$ cat src/rtl/food_spawn_ctrl.sv
// Food placement sequencer: steps the coordinate LFSRs, rejects off-grid
// candidates and confirms free cells with the snake-body occupancy store.
module food_spawn_ctrl #(
  parameter int GRID_W    = 64,
  parameter int GRID_H    = 48,
  parameter int COORD_W   = 10,
  parameter int MAX_TRIES = 255
) (
  input  logic               clk,
  input  logic               rst,
  input  logic               spawn_req,
  input  logic [COORD_W-1:0] lfsr_x,
  input  logic [COORD_W-1:0] lfsr_y,
  output logic               lfsr_step,
  output logic               occ_valid,
  output logic [COORD_W-1:0] occ_x,
  output logic [COORD_W-1:0] occ_y,
  input  logic               occ_ack,
  input  logic               occ_hit,
  output logic [COORD_W-1:0] food_x,
  output logic [COORD_W-1:0] food_y,
  output logic               food_valid,
  output logic               spawn_done,
  output logic               spawn_fail,
  output logic               busy
);

  localparam logic [1:0] S_IDLE   = 2'd0;
  localparam logic [1:0] S_STEP   = 2'd1;
  localparam logic [1:0] S_SAMPLE = 2'd2;
  localparam logic [1:0] S_QUERY  = 2'd3;

  // One extra bit so a grid dimension of exactly 2**COORD_W still compares correctly.
  localparam logic [COORD_W:0] GRID_W_C    = (COORD_W+1)'(GRID_W);
  localparam logic [COORD_W:0] GRID_H_C    = (COORD_W+1)'(GRID_H);
  localparam logic [7:0]       MAX_TRIES_C = 8'(MAX_TRIES);

  logic [1:0]         state;
  logic [COORD_W-1:0] cand_x;
  logic [COORD_W-1:0] cand_y;
  logic [7:0]         tries;
  logic [7:0]         tries_inc;
  logic               in_range;

  assign tries_inc = tries + 8'd1;
  assign in_range  = ({1'b0, lfsr_x} < GRID_W_C) && ({1'b0, lfsr_y} < GRID_H_C);

  // Handshake strobes decode straight from the state register.
  assign lfsr_step = (state == S_STEP);
  assign occ_valid = (state == S_QUERY);
  assign busy      = (state != S_IDLE);
  assign occ_x     = cand_x;
  assign occ_y     = cand_y;

  // NOTE: every register here is a plain flop with a synchronous reset, and all
  // sequential updates use <= so each branch sees pre-edge values consistently.
  always_ff @(posedge clk) begin
    if (rst) begin
      state      <= S_IDLE;
      cand_x     <= '0;
      cand_y     <= '0;
      tries      <= '0;
      food_x     <= '0;
      food_y     <= '0;
      food_valid <= 1'b0;
      spawn_done <= 1'b0;
      spawn_fail <= 1'b0;
    end else begin
      spawn_done <= 1'b0;
      spawn_fail <= 1'b0;
      case (state)
        S_IDLE: begin
          if (spawn_req) begin
            food_valid <= 1'b0;
            tries      <= '0;
            state      <= S_STEP;
          end
        end
        S_STEP: begin
          state <= S_SAMPLE;
        end
        S_SAMPLE: begin
          cand_x <= lfsr_x;
          cand_y <= lfsr_y;
          tries  <= tries_inc;
          if (in_range) begin
            state <= S_QUERY;
          end else if (tries_inc < MAX_TRIES_C) begin
            state <= S_STEP;
          end else begin
            spawn_fail <= 1'b1;
            state      <= S_IDLE;
          end
        end
        S_QUERY: begin
          if (occ_ack) begin
            if (!occ_hit) begin
              food_x     <= cand_x;
              food_y     <= cand_y;
              food_valid <= 1'b1;
              spawn_done <= 1'b1;
              state      <= S_IDLE;
            end else if (tries < MAX_TRIES_C) begin
              state <= S_STEP;
            end else begin
              spawn_fail <= 1'b1;
              state      <= S_IDLE;
            end
          end
        end
        default: state <= S_IDLE;
      endcase
    end
  end

endmodule

$ cat config.mk
export PLATFORM = sky130hd
export DESIGN_NAME = food_spawn_ctrl
export DESIGN_NICKNAME = d
export VERILOG_FILES = /design/src/rtl/food_spawn_ctrl.sv
export SDC_FILE = /design/constraint.sdc
export NUM_CORES = 1
export LEC_CHECK = 0
export BUFFER_PORTS_ARGS = -buffer_cell sky130_fd_sc_hd__buf_2
export CAP_MARGIN = 20
export CELL_PAD_IN_SITES_DETAIL_PLACEMENT = 0
export CELL_PAD_IN_SITES_GLOBAL_PLACEMENT = 1
export CORE_ASPECT_RATIO = 0.6
export CORE_MARGIN = 2
export CORE_UTILIZATION = 36
export DETAILED_ROUTE_END_ITERATION = 16
export GPL_TIMING_DRIVEN = 0
export PLACE_DENSITY_LB_ADDON = 0.1
export SYNTH_ARGS = -nofsm -noshare
export SYNTH_HDL_FRONTEND = slang
export SYNTH_SLANG_ARGS = --single-unit
$ cat constraint.sdc
create_clock -name clk -period 1.8 [get_ports clk]
set_clock_uncertainty 0.05 [all_clocks]
set_input_delay 0.27 -clock clk [delete_from_list [all_inputs] [get_ports clk]]
set_output_delay 0.27 -clock clk [all_outputs]
set_load 0.05 [all_outputs]
* Yosys cells after proc, flatten, opt, wreduce, memory -nomap -nowiden
Index checks and enable logic that the tools add are counted.
** Storage, ports and cells
- Register bits after elaboration :: 53
- Bits in latches :: 0
- Bits in writable memories :: 0
- Memory bits (read-only) :: 0
- Input port bits :: 25
- Output and inout bits :: 46
- Logic and storage cells :: 53
- Memories :: 0
** Operators by class
- Add/sub/neg operators :: 1
- Multipliers :: 0
- Divide/modulo/power cells :: 0
- Order comparisons :: 4
- Equality and inequality tests :: 6
- Shift operators :: 0
- Multiplexer cells :: 20
- Bitwise logic cells :: 3
- Reduce and logical (&&, ||, !) cells :: 10
** Operators by type and width (number)
- $lt A8 B8 Y1 const B :: 2
- $pmux W8 S2 :: 1
- $mux W1 :: 12
- $lt A10 B6 Y1 const B :: 1
- $lt A10 B7 Y1 const B :: 1
- $add A8 B1 Y8 const B :: 1
- $mux W8 :: 1
- $pmux W2 S4 :: 1
- $mux W2 :: 3
- $reduce_bool A2 Y1 :: 3
- $eq A2 B2 Y1 const B :: 2
- $ne A2 B2 Y1 const B :: 2
- $pmux W1 S2 :: 2
- $reduce_and A2 Y1 :: 2
- $reduce_and A4 Y1 :: 1
- $not A1 Y1 :: 3
- $reduce_and A3 Y1 :: 1
- $reduce_or A3 Y1 :: 1
- $eq A2 B1 Y1 const B :: 1
- $logic_not A2 Y1 :: 1
- $ne A2 B1 Y1 const B :: 1
- $logic_and A1 B1 Y1 :: 1

* Depth between registers and ports, before layout
Gate-level depths: netlist of run 1.
- Depth after elaboration :: 5
- Depth in mapped cells :: 6
- Gate-level depth less buffers :: 6

* Worst setup path after synthesis of run 1
Ideal clock, no wire load.
- Kind :: register -> output
- Start point :: reg state[0]
- End point :: out lfsr_step
- Arrival time :: 1.320 ns
- Data required time :: 1.480 ns
- Path slack :: 0.160 ns
- Cell stages (with the launch flop) :: 3
- Cells stage by stage :: dfxtp_1 clkbuf_1 nor2b_1
** Between the ends
- Word-level cells in the longest chain between the ends :: 1
** Ends and longest elaborated chain
- from (decl) :: line 38 : logic [1:0] state;
- from (signal assigned) :: line 59 : state <= S_IDLE;
- from (signal assigned) :: line 76 : state <= S_STEP;
- from (signal assigned) :: line 80 : state <= S_SAMPLE;
- $eq A2 B1 Y1 :: line 49 : assign lfsr_step = (state == S_STEP);
- to (decl) :: line 14 : output logic lfsr_step,
No other way between the ends.

* Worst setup path in the final report of run 1
- Start point :: reg state[0]
- End point :: out busy
** Between the ends
- Word-level cells in the longest chain between the ends :: 1
** Ends and longest elaborated chain
- $reduce_bool A2 Y1 :: line 51 : assign busy = (state != S_IDLE);
- to (decl) :: line 25 : output logic busy
No other way between the ends.

==> impl.org, run 1 <==
** Run status
- The flow ran to the end, and the final reports show no timing, DRC or antenna violations.

** Critical path
- Counting both buffers and inverters, the worst setup path holds a total of 2.
- FF-to-FF Start :: tries[1]
- On the worst path, the slowest cell contributes a delay of 0.35 ns.
- Ordered list of cells on the worst path :: clkbuf_2 -> or2_2 -> buf_2
- Startpoint-to-endpoint class of the critical path :: flop to output port
- Along the worst path, the maximum fanout reaches 10.
- Required @ worst endpoint :: approximately 1.5 ns
- Nature of the critical path startpoint :: flop
- The critical path starts at state[0].
- Cell family contributing the most delay on the critical path :: buffers and inverters
- Critical Path Slowest Stage Cell :: dfxtp_1
- Category of the worst setup path capture point :: output port
- Data on the critical path arrives at its endpoint at 1.41 ns.

** Synthesis
- Yosys top cell by area :: dfxtp_1
- Predominant post-synthesis flop cell :: dfxtp_1
- Number of distinct standard cells referenced by the synthesized netlist :: 42
- For this run, the register share of the synthesized area comes to 0.481.
- In this run the cell area of the synthesized design comes to between 0.002 and 0.0025 mm².
- Post-synth EDFFs :: 0
- In this run the mean area of a mapped cell was 7.93 µm².
- Sorting the synthesized cells by area gives the leading types as dfxtp_1, nand2_1, a21oi_1.
- Share of synthesized flip-flops with an asynchronous set or reset :: 0
- Warnings from Yosys :: 0
- Counting flops and latches in the post-synthesis netlist gives 53.
- Counting every net in the synthesized netlist gives 305.
- Cells after synthesis :: 278
- Of the post-synthesis cell area, the dominant cell type holds 0.481.

** Pwr
- Switching power total :: 595 µW
- Summed over all cells, the static leakage comes to 0.00117 µW.
- Switching power as a share of total power :: 0.274
- Combinational power share :: 0.122
- Reg power frac :: 0.560
- Of the total power, the clock network draws 0.318.
- VDD sags by at most 0.295 mV.
- Power per unit of standard cell area :: 784 mW/mm²
- The internal power of the cells totals 1570 µW.

** Cells and area
- Storage element area :: between 0.001 and 0.0015 mm²
- Fill cells in the final layout number about 640.
- 0 antenna diodes ended up in the layout.
- The area growth from synthesis to layout is 25.3%.
- The multi-input combinational cells in the finished layout cover a total of 0.00105 mm².
- Measured on the finished design, the core utilization comes to 0.460.
- Number of nets in the final layout :: 381
- The finished layout holds 438 standard cells, fillers aside.
- In the final layout, the share of cells above drive strength 1 is 0.285.

** Drt
- After the first detailed-routing iteration, the DRC count stood at 81.
- Detailed routing inserted a total of 2102 vias.
- The count of nets left with antenna violations once routing finished came out at 0.
- In the final routed layout, each cell accounts on average for approximately 14 µm.
- Number of DRC violations after detailed routing :: 0
- Routed wire length :: 6080 µm
- Drt first pass iters :: 4
- In the routed layout, each cell is associated on average with a via count of between 4 and 5.

** Worst hold path
- Source of the worst hold timing path :: rst
- The worst hold path belongs to the class input port to flop.

** GRT
- The total overflow left after global routing is 0.
- Via count of the first global-routing pass :: 1912
- Overall Global Routing Usage :: 0.184
- Largest net degree at the start of global routing :: 15
- The initial antenna violation count came to 0.
- Wire length of the first global-routing pass :: about 9800 µm

** Place
- Prior to clock tree synthesis, the placed netlist has a worst setup slack of -0.0449 ns.
- At the end of routability-driven placement, the weighted congestion stood at 0.802.
- DP Wirelength :: 4590 µm
- Placed cell count :: 431
- Number of buffer cells added on primary ports :: 69

** CTS
- The clock passes through at most 2 buffers.
- TritonCTS built the clock tree.
- In this run, CTS created clock tree buffers numbering 5.
- For the worst-skew pair, the clock arrives at the later sink with an insertion delay of 0.30 ns.
- Clock edge transition at the registers on the reported setup and hold paths :: 0.09 ns
- Number of buffers added for setup after CTS :: 0
- The H-tree generated during clock tree synthesis spans 2 levels.
- CTS placed an instance of clkbuf_8 at the clock tree root.
- Clk sink count :: 53

** Timing
- Final hold violation count :: 0
- Period minus WS final :: 1.73 ns
- Setup violations remaining at the end of the flow were counted as 0.
- Slew headroom :: 0.635
- In the post-route analysis, the smallest setup slack over all paths is between 0.07 and 0.08 ns.
- Max frequency :: 579 MHz
- Slew at the pin with the worst max-slew slack :: 0.548 ns
- Of the available clock period, the critical path in the final layout requires 0.960.
- The count of pins over their slew limit is 0.
- Setup repair after global routing left no endpoint under its margin.

** Floorplanning
- The core region is 0.00600 mm².
- Measured along the y axis, the die boundary spans 64.6 µm.
- In this run the core area contains 22 standard-cell rows.
- The floorplan step defined a die boundary enclosing 0.00679 mm².
- Initial Utilization :: 0.367
- Chip width :: 105 µm
- Number of top-level pins :: 71

** Run
- Max cap viols :: 0
[power groups by stage]
stage / Clock [µW] / Sequential (µW) / Combinational, µW
floorplan: 0 / 1300 / 109
global placement: 0 / 1240 / 261
detailed placement: 0 / 1240 / 262
CTS: 710 / 1210 / 264
global route: 752 / 1220 / 283
finish: 690 / 1210 / 263
[cells in the mapped netlist, types with 2 or more instances]
cell and count:
a22oi_1 3, buf_6 2, nor4_1 2, xor2_1 2, nor2_1 17, a2bb2oi_1 2, or4_1 2, nand2_1 86
o21ai_0 6, inv_1 3, a31oi_1 2, a21oi_1 48, ha_1 2, nand4_1 2, nand2b_1 2, dfxtp_1 53
buf_2 7, nor3_1 2, nor2b_1 4, clkbuf_1 8, nor3b_1 2
[layout by cell type, fill, tap and decap left out, types with 2 or more instances in the layout]
cell | synthesis | routed
nand4_1 | 2 | 2
a31oi_1 | 2 | 2
or4_1 | 2 | 2
buf_6 | 2 | 2
clkbuf_2 | 0 | 3
nand2b_1 | 2 | 2
buf_2 | 7 | 76
xor2_1 | 2 | 2
nor4_1 | 2 | 2
nor3b_1 | 2 | 2
a2bb2oi_1 | 2 | 2
a22oi_1 | 3 | 3
a21oi_1 | 48 | 48
clkbuf_8 | 0 | 6
dfxtp_1 | 53 | 52
o21ai_0 | 6 | 6
inv_1 | 3 | 3
nor3_1 | 2 | 2
nand2_1 | 86 | 86
nor2_1 | 17 | 17
clkbuf_1 | 8 | 6
nor2b_1 | 4 | 4
[cell type report]
cell class	count	area share
tap	84	0.0380
clock buffer	7	0.0312
multi-input combinational	203	0.380
sequential	53	0.385
timing repair buffer	69	0.125
inverter	4	0.00543
buffer	18	0.0358
[state kept, by name (all words and copies together), names as in the netlist]
signal      cells
food_x         10
spawn_fail      1
food_valid      1
occ_y          10
occ_x          10
tries           8
state           2
food_y         10
spawn_done      1
[routing by layer]
| layer | up-vias | share of wire | track usage |
|---|---|---|---|
| met5 | - | 0 | 0 |
| met2 | 66 | 0.37 | 0.246 |
| met1 | 946 | 0.55 | 0.285 |
| li1 | 1083 | - | - |
| met4 | 0 | 0.0084 | 0.0450 |
| met3 | 7 | 0.063 | 0.0503 |
[worst reg2reg max path, stage by stage, from the launching register on]
cell,delay (ns)
dfxtp_1,0.48
ha_4,0.24
nand3_4,0.12
or3_4,0.40
nor4b_2,0.24
a41o_1,0.13
[cells by family after synthesis]
kind of cell	count (synthesis)	synth area share
AO/OA/AOI/OAI	67	0.171
AND/OR/NAND/NOR	131	0.274
buffers and inverters	22	0.0499
XOR/XNOR	2	0.00795
flip-flops	53	0.481
adder cells (fa/ha/maj)	2	0.0113
multiplexers	1	0.00511
[per-stage QoR]
stage	total power, µW	instance area, µm²	TNS (ns)	hold WS (ns)
after global routing	2250	2760	0	0.115
after detailed placement	1500	2660	-0.0755	0.394
final	2170	2760	0	0.118
after global placement	1500	2660	-0.117	0.392
after floorplan	1410	2200	0	0.356
after CTS	2190	2750	0	0.112
[what timing repair did]
item,in CTS,in global routing
gates resized for setup,3,6
setup endpoints to repair,5,9
hold buffers,0,0
[final timing paths]
path	end	slack [ns]	cells after the start
worst min register to register	food_x[5]	0.41	2
worst min-delay path	state[0]	0.12	2
worst max register to register	spawn_fail	0.10	5
worst max-delay path	busy	0.07	3
Note: power is estimated with default switching activity, not from simulation.
==> run 2, diff against run 1 <==
--- a/config.mk
+++ b/config.mk
@@ -5,7 +5,7 @@
 export SDC_FILE = /design/constraint.sdc
 export NUM_CORES = 1
 export LEC_CHECK = 0
-export BUFFER_PORTS_ARGS = -buffer_cell sky130_fd_sc_hd__buf_2
+export BUFFER_PORTS_ARGS = -buffer_cell sky130_fd_sc_hd__clkbuf_2
 export CAP_MARGIN = 20
 export CELL_PAD_IN_SITES_DETAIL_PLACEMENT = 0
 export CELL_PAD_IN_SITES_GLOBAL_PLACEMENT = 1
==> run 2 against run 1 <==
Setup slack gained 0.011 ns. Clock power rose by 16%. Sequential cell count stayed put. Routed wire length rose by 1.5%. Register-to-register slack improved by 0.08 ns. Sequential power barely moved. Critical path depth did not move. Clock-buffer cell count shrank 2. Final cell count stayed put. Total power increased by 5.0%. Die area did not move.
==> impl.org, run 2 (synthesis results as in run 1) <==
** Run status
- Status :: finished, final reports clean

** Critical path
- In this run the critical register-to-register path is captured at spawn_fail.
- FF-to-FF Start :: tries[0]
- The worst-case register-to-register setup slack came to 0.18 ns (+0.08 ns).
- The maximum net fanout on the critical path was 10 (unchanged).
- The worst setup path is of the flop to output port kind.
- The worst setup path is launched from a flop.
- The required time at the worst-slack endpoint was 1.48 ns (about the same).
- Category of the worst setup path capture point :: output port
- The logic depth of the worst register-to-register path is 5 (unchanged).
- Arrival @ worst endpoint :: 1.40 ns (about the same)

** GRT
- The fraction of met3 tracks used by global routing is 0.0634 (+0.0131).
- Met2 track utilization from global routing :: 0.239 (-0.00649)
- The wire length of the first global-routing pass came to 9790 µm (+0.29%).
- The global-route track usage on met1 is 0.287 (+0.00195).
- Largest net degree at the start of global routing :: 16 (+1)
- The number of global-route vias before repair was 1861 (-2.7%).
- The layer flagged by global routing as most heavily used is met1.
- The initial antenna violation count came to 0 (unchanged).
- The remaining global-route overflow was 0 (unchanged).
- Overall Global Routing Usage :: 0.187 (+0.00273)

** Floorplanning
- The initial core utilization was 0.367 (unchanged).
- The number of top-level pins is 71 (unchanged).
- Chip width :: 105 µm (unchanged)
- Die H :: 64.6 µm (unchanged)
- Placeable core region :: 0.00600 mm² (unchanged)
- Row count :: 22 (unchanged)
- Die Footprint :: 0.00679 mm² (unchanged)

** Timing
- Final hold violation count :: 0 (unchanged)
- Max-slew violation count :: 0 (unchanged)
- The clock period minus worst slack was 1.72 ns (-0.0112 ns).
- The worst-case headroom to the max-slew limit was 0.642 (+0.00726).
- Unrepaired setup endpoints after global routing :: false
- The transition time at the pin with the least slew margin is 0.537 ns (-0.0109 ns).
- The part of the cycle the worst path needs was 0.954 (-0.00623).
- The count of endpoints failing setup in the final report is 0 (unchanged).
- The maximum operating frequency was 582 MHz (+0.65%).

** Drt
- The first-pass iteration count of the detailed router was 4 (unchanged).
- Routed wire length :: 6170 µm (+1.5%)
- Number of DRC violations after detailed routing :: 0 (unchanged)
- Final antenna-violating net count :: 0 (unchanged)
- 1st-iter DRT viols :: 92 (+14%)
- Number of vias after detailed routing :: 2067 (-1.7%)
- Routed vias/inst :: 4.72 (-1.7%)
- Avg WL per Cell :: 14.1 µm (+1.5%)

** Cells and area
- Leading cell type in the layout, fill and taps excluded :: nand2_1
- The final non-filler cell total is 438 (unchanged).
- The library cells used most frequently in the layout, excluding fill and tap cells, are nand2_1, clkbuf_2, dfxtp_1.
- Relative to the synthesized area, the layout overhead comes to 26.2%.
- The layout cell share with drive strength beyond 1 came to 0.291 (+0.00565).
- The area taken by multi-input logic gates is 0.00105 mm² (unchanged).
- The fill cell instance count of the final layout was 649 (+1.7%).
- Number of nets in the final layout :: 381 (unchanged)
- The count of antenna diodes in the layout is 0 (unchanged).
- The register cell area after layout is 0.00106 mm² (+0.12%).

** CTS
- The number of buffers created by CTS is 5 (unchanged).
- Clock edge transition at the registers on the reported setup and hold paths :: 0.09 ns (about the same)
- The number of clock sinks came to 53 (unchanged).
- Skew-Pair Late Insertion Delay :: 0.30 ns (about the same)
- Maximum clock path buffer count :: 2 (unchanged)
- Number of buffers added for setup after CTS :: 0 (unchanged)
- CTS tree :: done
- H-tree lvl count :: 2 (unchanged)
- Clock tree synthesis selected as its root buffer the cell clkbuf_8.
- The number of hold-repair buffers added at the cts stage is 0 (unchanged).

** Pwr
- The maximum VDD drop is 0.316 mV (+7.3%).
- Lkg Pwr :: 0.00114 µW (-2.2%)
- The overall power consumption came to 2280 µW (+5.0%).
- Power per unit of standard cell area :: 818 mW/mm² (+4.3%)

** Place
- The detailed placement HPWL was 4680 µm (+1.9%).
- Placer Congestion :: 0.823 (+2.5%)
- Placed cell count :: 431 (unchanged)
- Number of buffer cells added on primary ports :: 69 (unchanged)

** Worst hold path
- The path with the worst hold slack has its endpoint at state[0].
- Source of the worst hold timing path :: rst
- The worst hold path depth is 2 (unchanged).
- Worst hold path class :: input port to flop

** Run
- Max cap viols :: 0 (unchanged)
[run 2: worst max-delay path by stage]
stage                        start          to  slack (ns)  cells past startpoint
after detailed placement  state[0]    state[0]       -0.03                      5
after global routing      state[0]   lfsr_step       0.002                      3
final                     state[0]        busy        0.08                      3
after global placement    state[0]    state[0]       -0.08                      5
after CTS                 tries[0]  spawn_fail        0.03                      5
after floorplan           state[0]   lfsr_step        0.16                      2
[run 2: area by class of cell]
class / instances / share of cell area
buffer: 18 / 0.0355
clock buffer: 5 / 0.0247
clock inverter: 2 / 0.0126
inverter: 4 / 0.00540
multi-input combinational: 203 / 0.377
sequential: 53 / 0.382
tap: 84 / 0.0378
timing repair buffer: 69 / 0.124
[run 2: report_power, final]
part / internal, µW / total [µW] / leakage [µW] / switching (µW)
Combinational: 70.5 / 263 / 0.000657 / 192
Clock: 405 / 798 / 0.0000540 / 393
Sequential: 1190 / 1220 / 0.000429 / 20.0
[run 2: worst max-delay path, stage by stage, from the launching register on]
cell,delay (ns)
dfxtp_1,0.35
clkbuf_2,0.20
or2_2,0.33
buf_2,0.21
[run 2: per-layer routing]
layer	vias to the layer above	part of all wire
met5	-	0
met1	919	0.55
met3	9	0.071
met4	0	0.010
li1	1082	-
met2	57	0.36
[run 2: what timing repair did]
action | in CTS | in global routing
gates resized for setup | 3 | 8
endpoints found under the setup margin | 4 | 17
cloned | 0 | 0
[run 2: through the flow]
| stage | utilization | hold WS [ns] | cell area, µm² | setup slack [ns] | TNS, ns |
|---|---|---|---|---|---|
| after floorplan | - | 0.356 | 2200 | 0.160 | 0 |
| after global placement | 0.442 | 0.394 | 2660 | -0.0848 | -0.114 |
| final | 0.464 | 0.110 | 2780 | 0.0831 | 0 |
| after CTS | 0.461 | 0.109 | 2770 | 0.0273 | 0 |
| after detailed placement | 0.442 | 0.397 | 2660 | -0.0295 | -0.0534 |
| after global routing | 0.464 | 0.108 | 2780 | 0.00179 | 0 |
==> run 3, diff against run 2 <==
--- a/config.mk
+++ b/config.mk
@@ -11,7 +11,8 @@
 export CELL_PAD_IN_SITES_GLOBAL_PLACEMENT = 1
 export CORE_ASPECT_RATIO = 0.6
 export CORE_MARGIN = 2
-export CORE_UTILIZATION = 36
+export CORE_UTILIZATION = 34
+export CTS_BUF_LIST = sky130_fd_sc_hd__clkbuf_8
 export DETAILED_ROUTE_END_ITERATION = 16
 export GPL_TIMING_DRIVEN = 0
 export PLACE_DENSITY_LB_ADDON = 0.1
==> constraint.sdc (replaced) <==
create_clock -name clk -period 1.5 [get_ports clk]
set_clock_uncertainty 0.05 [all_clocks]
set_input_delay 0.225 -clock clk [delete_from_list [all_inputs] [get_ports clk]]
set_output_delay 0.225 -clock clk [all_outputs]
set_load 0.05 [all_outputs]
==> run 3 against run 2 <==
The run now ends with setup timing left. Sequential power grew 19%. Clock power shrank 0.8%. Clock-buffer cell count unchanged. Largest cell class is now multi-input gates. Largest power group unchanged. Highest routed layer unchanged.
==> impl.org, run 3 (synthesis results as in run 1) <==
** Drt
- Number of DRC violations after detailed routing :: 0 (unchanged)
- The met1 routed wirelength after detailed routing came to 3460 µm (+1.2%).
- The detailed-route wire length per cell was 14.6 µm (+3.4%).
- The detailed router used layers up to and including met4.
- The post-detailed-routing wire length is 6530 µm (+5.8%).
- Final antenna-violating net count :: 0 (unchanged)
- The wire length on met3 is 531 µm (+22%).
- The detailed-routed wire length on met2 was 2510 µm (+12%).
- The number of vias per cell came to 4.80 (+1.7%).
- The number of violations reported at the end of detailed-routing iteration 0 is 111 (+21%).
- The number of vias after detailed routing was 2150 (+4.0%).
- Drt first pass iters :: 4 (unchanged)

** Cells and area
- Number of standard cells in the layout, taps in and fillers out :: 448 (+2.3%)
- Share of layout cells above drive strength 1 :: 0.363 (+0.0717)
- The final core utilization is 0.483 (+0.0193).
- Leading cell type in the layout, fill and taps excluded :: nand2_1
- Number of fill cells :: 658 (+1.4%)
- Relative area change from synthesis to final layout :: 35.6%
- In the layout the commonest cells are nand2_1, clkbuf_2, a21oi_1, dfxtp_1, nor2_1.
- The count of antenna diodes in the layout is 0 (unchanged).
- Number of nets in the final layout :: 390 (+2.4%)
- The post-route standard cell area excluding fillers is 0.00299 mm² (+7.5%).

** Critical path
- FF-to-FF Start :: tries[0]
- Among cell families on the critical path, the largest total delay comes from compound AO/OA/AOI/OAI gates.
- WP depth :: 6 (+3)
- The worst setup path is of the flop to flop kind.
- Critical Path Slowest Stage Cell :: dfxtp_4
- The required time at the worst-slack endpoint came to 1.71 ns (+0.23 ns).
- First element of the critical path :: tries[0]
- Ordered list of cells on the worst path :: ha_4 -> nand2b_4 -> a22oi_2 -> o21ai_2 -> a211oi_2 -> a41o_1
- Crit path buffers/inverters :: 0 (-2)
- The maximum net fanout on the critical path was 7 (-3).
- The largest stage delay on the critical path is 0.37 ns (+0.02 ns).
- The logic depth of the worst register-to-register path is 6 (+1).
- The endpoint arrival time on the critical path was 1.73 ns (+0.33 ns).
- Category of the worst setup path capture point :: flop
- Nature of the critical path startpoint :: flop

** Timing
- Setup repair after global routing could not meet its margin everywhere.
- The transition time at the pin with the least slew margin came to 0.579 ns (+0.0418 ns).
- Slew headroom :: 0.614 (-0.0279)
- Final hold violation count :: 0 (unchanged)
- The count of endpoints failing setup in the final report is 2 (+2).
- Max-slew violation count :: 0 (unchanged)
- In the finished design, the share of the clock period the worst path needs comes to 1.02.
- The sum of negative setup slack is -0.0300 ns (-0.0300 ns).
- The post-route worst setup slack came to -0.0258 ns (-0.109 ns).
- The worst path in the final design needs a cycle of between 1.5 and 2 ns, including I/O delays and setup.
- Max frequency :: around 660 MHz

** Run
- The number of max-capacitance violations reported was 0 (unchanged).

** CTS
- The number of buffers created by CTS is 5 (unchanged).
- Hold bufs inserted after CTS :: 0 (unchanged)
- Maximum clock path buffer count :: 2 (unchanged)
- The maximum level of the CTS H-tree came to 2 (unchanged).
- Clock edge transition at the registers on the reported setup and hold paths :: 0.10 ns (about the same)
- Skew-Pair Late Insertion Delay :: 0.31 ns (about the same)
- Root Buffer :: clkbuf_8
- The number of clock sinks came to 53 (unchanged).
- CTS tree :: done

** Place
- Placer Congestion :: 0.860 (+4.5%)
- Number of buffer cells added on primary ports :: 69 (unchanged)
- DP Wirelength :: 4780 µm (+2.2%)
- The instance area at placement came to 0.00267 mm² (+0.66%).
- The instance count after placement with tap cells included came to 431 (unchanged).

** Run status
- Status :: finished, violations left
- Failing checks :: setup timing

** Pwr
- Combinational power share :: 0.141 (+0.026)
- The maximum VDD drop is 0.391 mV (+24%).
- The sequential power share came to 0.556 (+0.022).
- Final Total Pwr :: 2620 µW (+15%)
- Design internal power :: 1880 µW (+12%)
- Lkg Pwr :: 0.00123 µW (+7.9%)
- The clock group share of total power was 0.303 (-0.048).
- The power density relative to cell area is 875 mW/mm² (+6.9%).
- Switching power as a share of total power :: 0.283 (+0.0172)
- The net switching component of the power came to 740 µW (+22%).

** Floorplanning
- Chip width :: 108 µm (+2.8%)
- Die H :: 66.4 µm (+2.7%)
- Initial Utilization :: 0.356 (-0.0114)
- Number of top-level pins :: 71 (unchanged)
- Die Footprint :: 0.00717 mm² (+5.6%)
- Row count :: 22 (unchanged)
- The area of the placeable core was 0.00619 mm² (+3.2%).

** GRT
- Largest net degree at the start of global routing :: 16 (unchanged)
- Antenna violations before repair :: 0 (unchanged)
- The remaining global-route overflow came to 0 (unchanged).
- Overall Global Routing Usage :: 0.187 (+0.000533)
- Wire length of the first global-routing pass :: 10200 µm (+4.2%)
- The number of global-route vias before repair came to 1961 (+5.4%).

** Worst hold path
- The min-delay analysis places its worst path in the category input port to flop.
- Cell depth of the worst hold path :: 2 (unchanged)
- Source of the worst hold timing path :: rst
-- run 3: cell types whose count changed in the layout (fill, tap and decap cells not counted), sizes merged --
cell,before,now
clkinv,1,2
inv,4,5
clkbuf,81,79
bufinv,1,0
buf,11,22
-- run 3: path summary, 6_finish.rpt --
kind                endpoint  slack, ns
hold reg to reg    food_x[8]       0.41
setup reg to reg  spawn_fail      -0.03
hold / removal      state[0]       0.06
setup / recovery  spawn_fail      -0.03
-- run 3: worst register-to-register path: stages, from the launching register on --
cell,delay [ns]
dfxtp_4,0.37
ha_4,0.19
nand2b_4,0.14
a22oi_2,0.17
o21ai_2,0.08
a211oi_2,0.28
a41o_1,0.20
-- run 3: through the flow --
stage / hold WS, ns / worst slack, ns
final: 0.0629 / -0.0258
after global routing: 0.0666 / -0.0940
after CTS: 0.0493 / 0.00122
after detailed placement: 0.391 / -0.316
after global placement: 0.391 / -0.372
after floorplan: 0.311 / -0.0147
-- run 3: routing by layer --
| layer | track usage | up-vias |
|---|---|---|
| li1 | - | 1101 |
| met1 | 0.289 | 982 |
| met2 | 0.244 | 65 |
| met3 | 0.0621 | 2 |
| met4 | 0.0385 | 0 |
| met5 | 0 | - |
-- run 3: final cells by class --
type | instances | area (µm²) | share of cell area
Timing Repair Buffer | 78 | 449 | 0.150
Tap cell | 84 | 105 | 0.0351
Clock buffer | 5 | 68.8 | 0.0230
Clock inverter | 3 | 13.8 | 0.00460
Sequential cell | 53 | 1070 | 0.359
Multi-Input combinational cell | 203 | 1130 | 0.378
Buffer | 18 | 133 | 0.0444
Inverter | 4 | 15.0 | 0.00502
-- run 3: power by group through the flow --
| stage | Combinational [µW] | Clock (µW) | Sequential (µW) |
|---|---|---|---|
| 2_1_floorplan | 132 | 0 | 1560 |
| 3_3_place_gp | 315 | 0 | 1490 |
| 3_5_place_dp | 315 | 0 | 1490 |
| 4_1_cts | 357 | 817 | 1450 |
| 5_1_grt | 399 | 859 | 1460 |
| 6_report | 369 | 792 | 1450 |
-- run 3: timing repair --
| action | CTS | global route |
|---|---|---|
| buffers inserted | 8 | 1 |
| hold endpoints to repair | 0 | 0 |
| pin swaps | 6 | 5 |
| cloned | 0 | 0 |
| endpoints found under the setup margin | 32 | 43 |
| resized for setup | 20 | 33 |
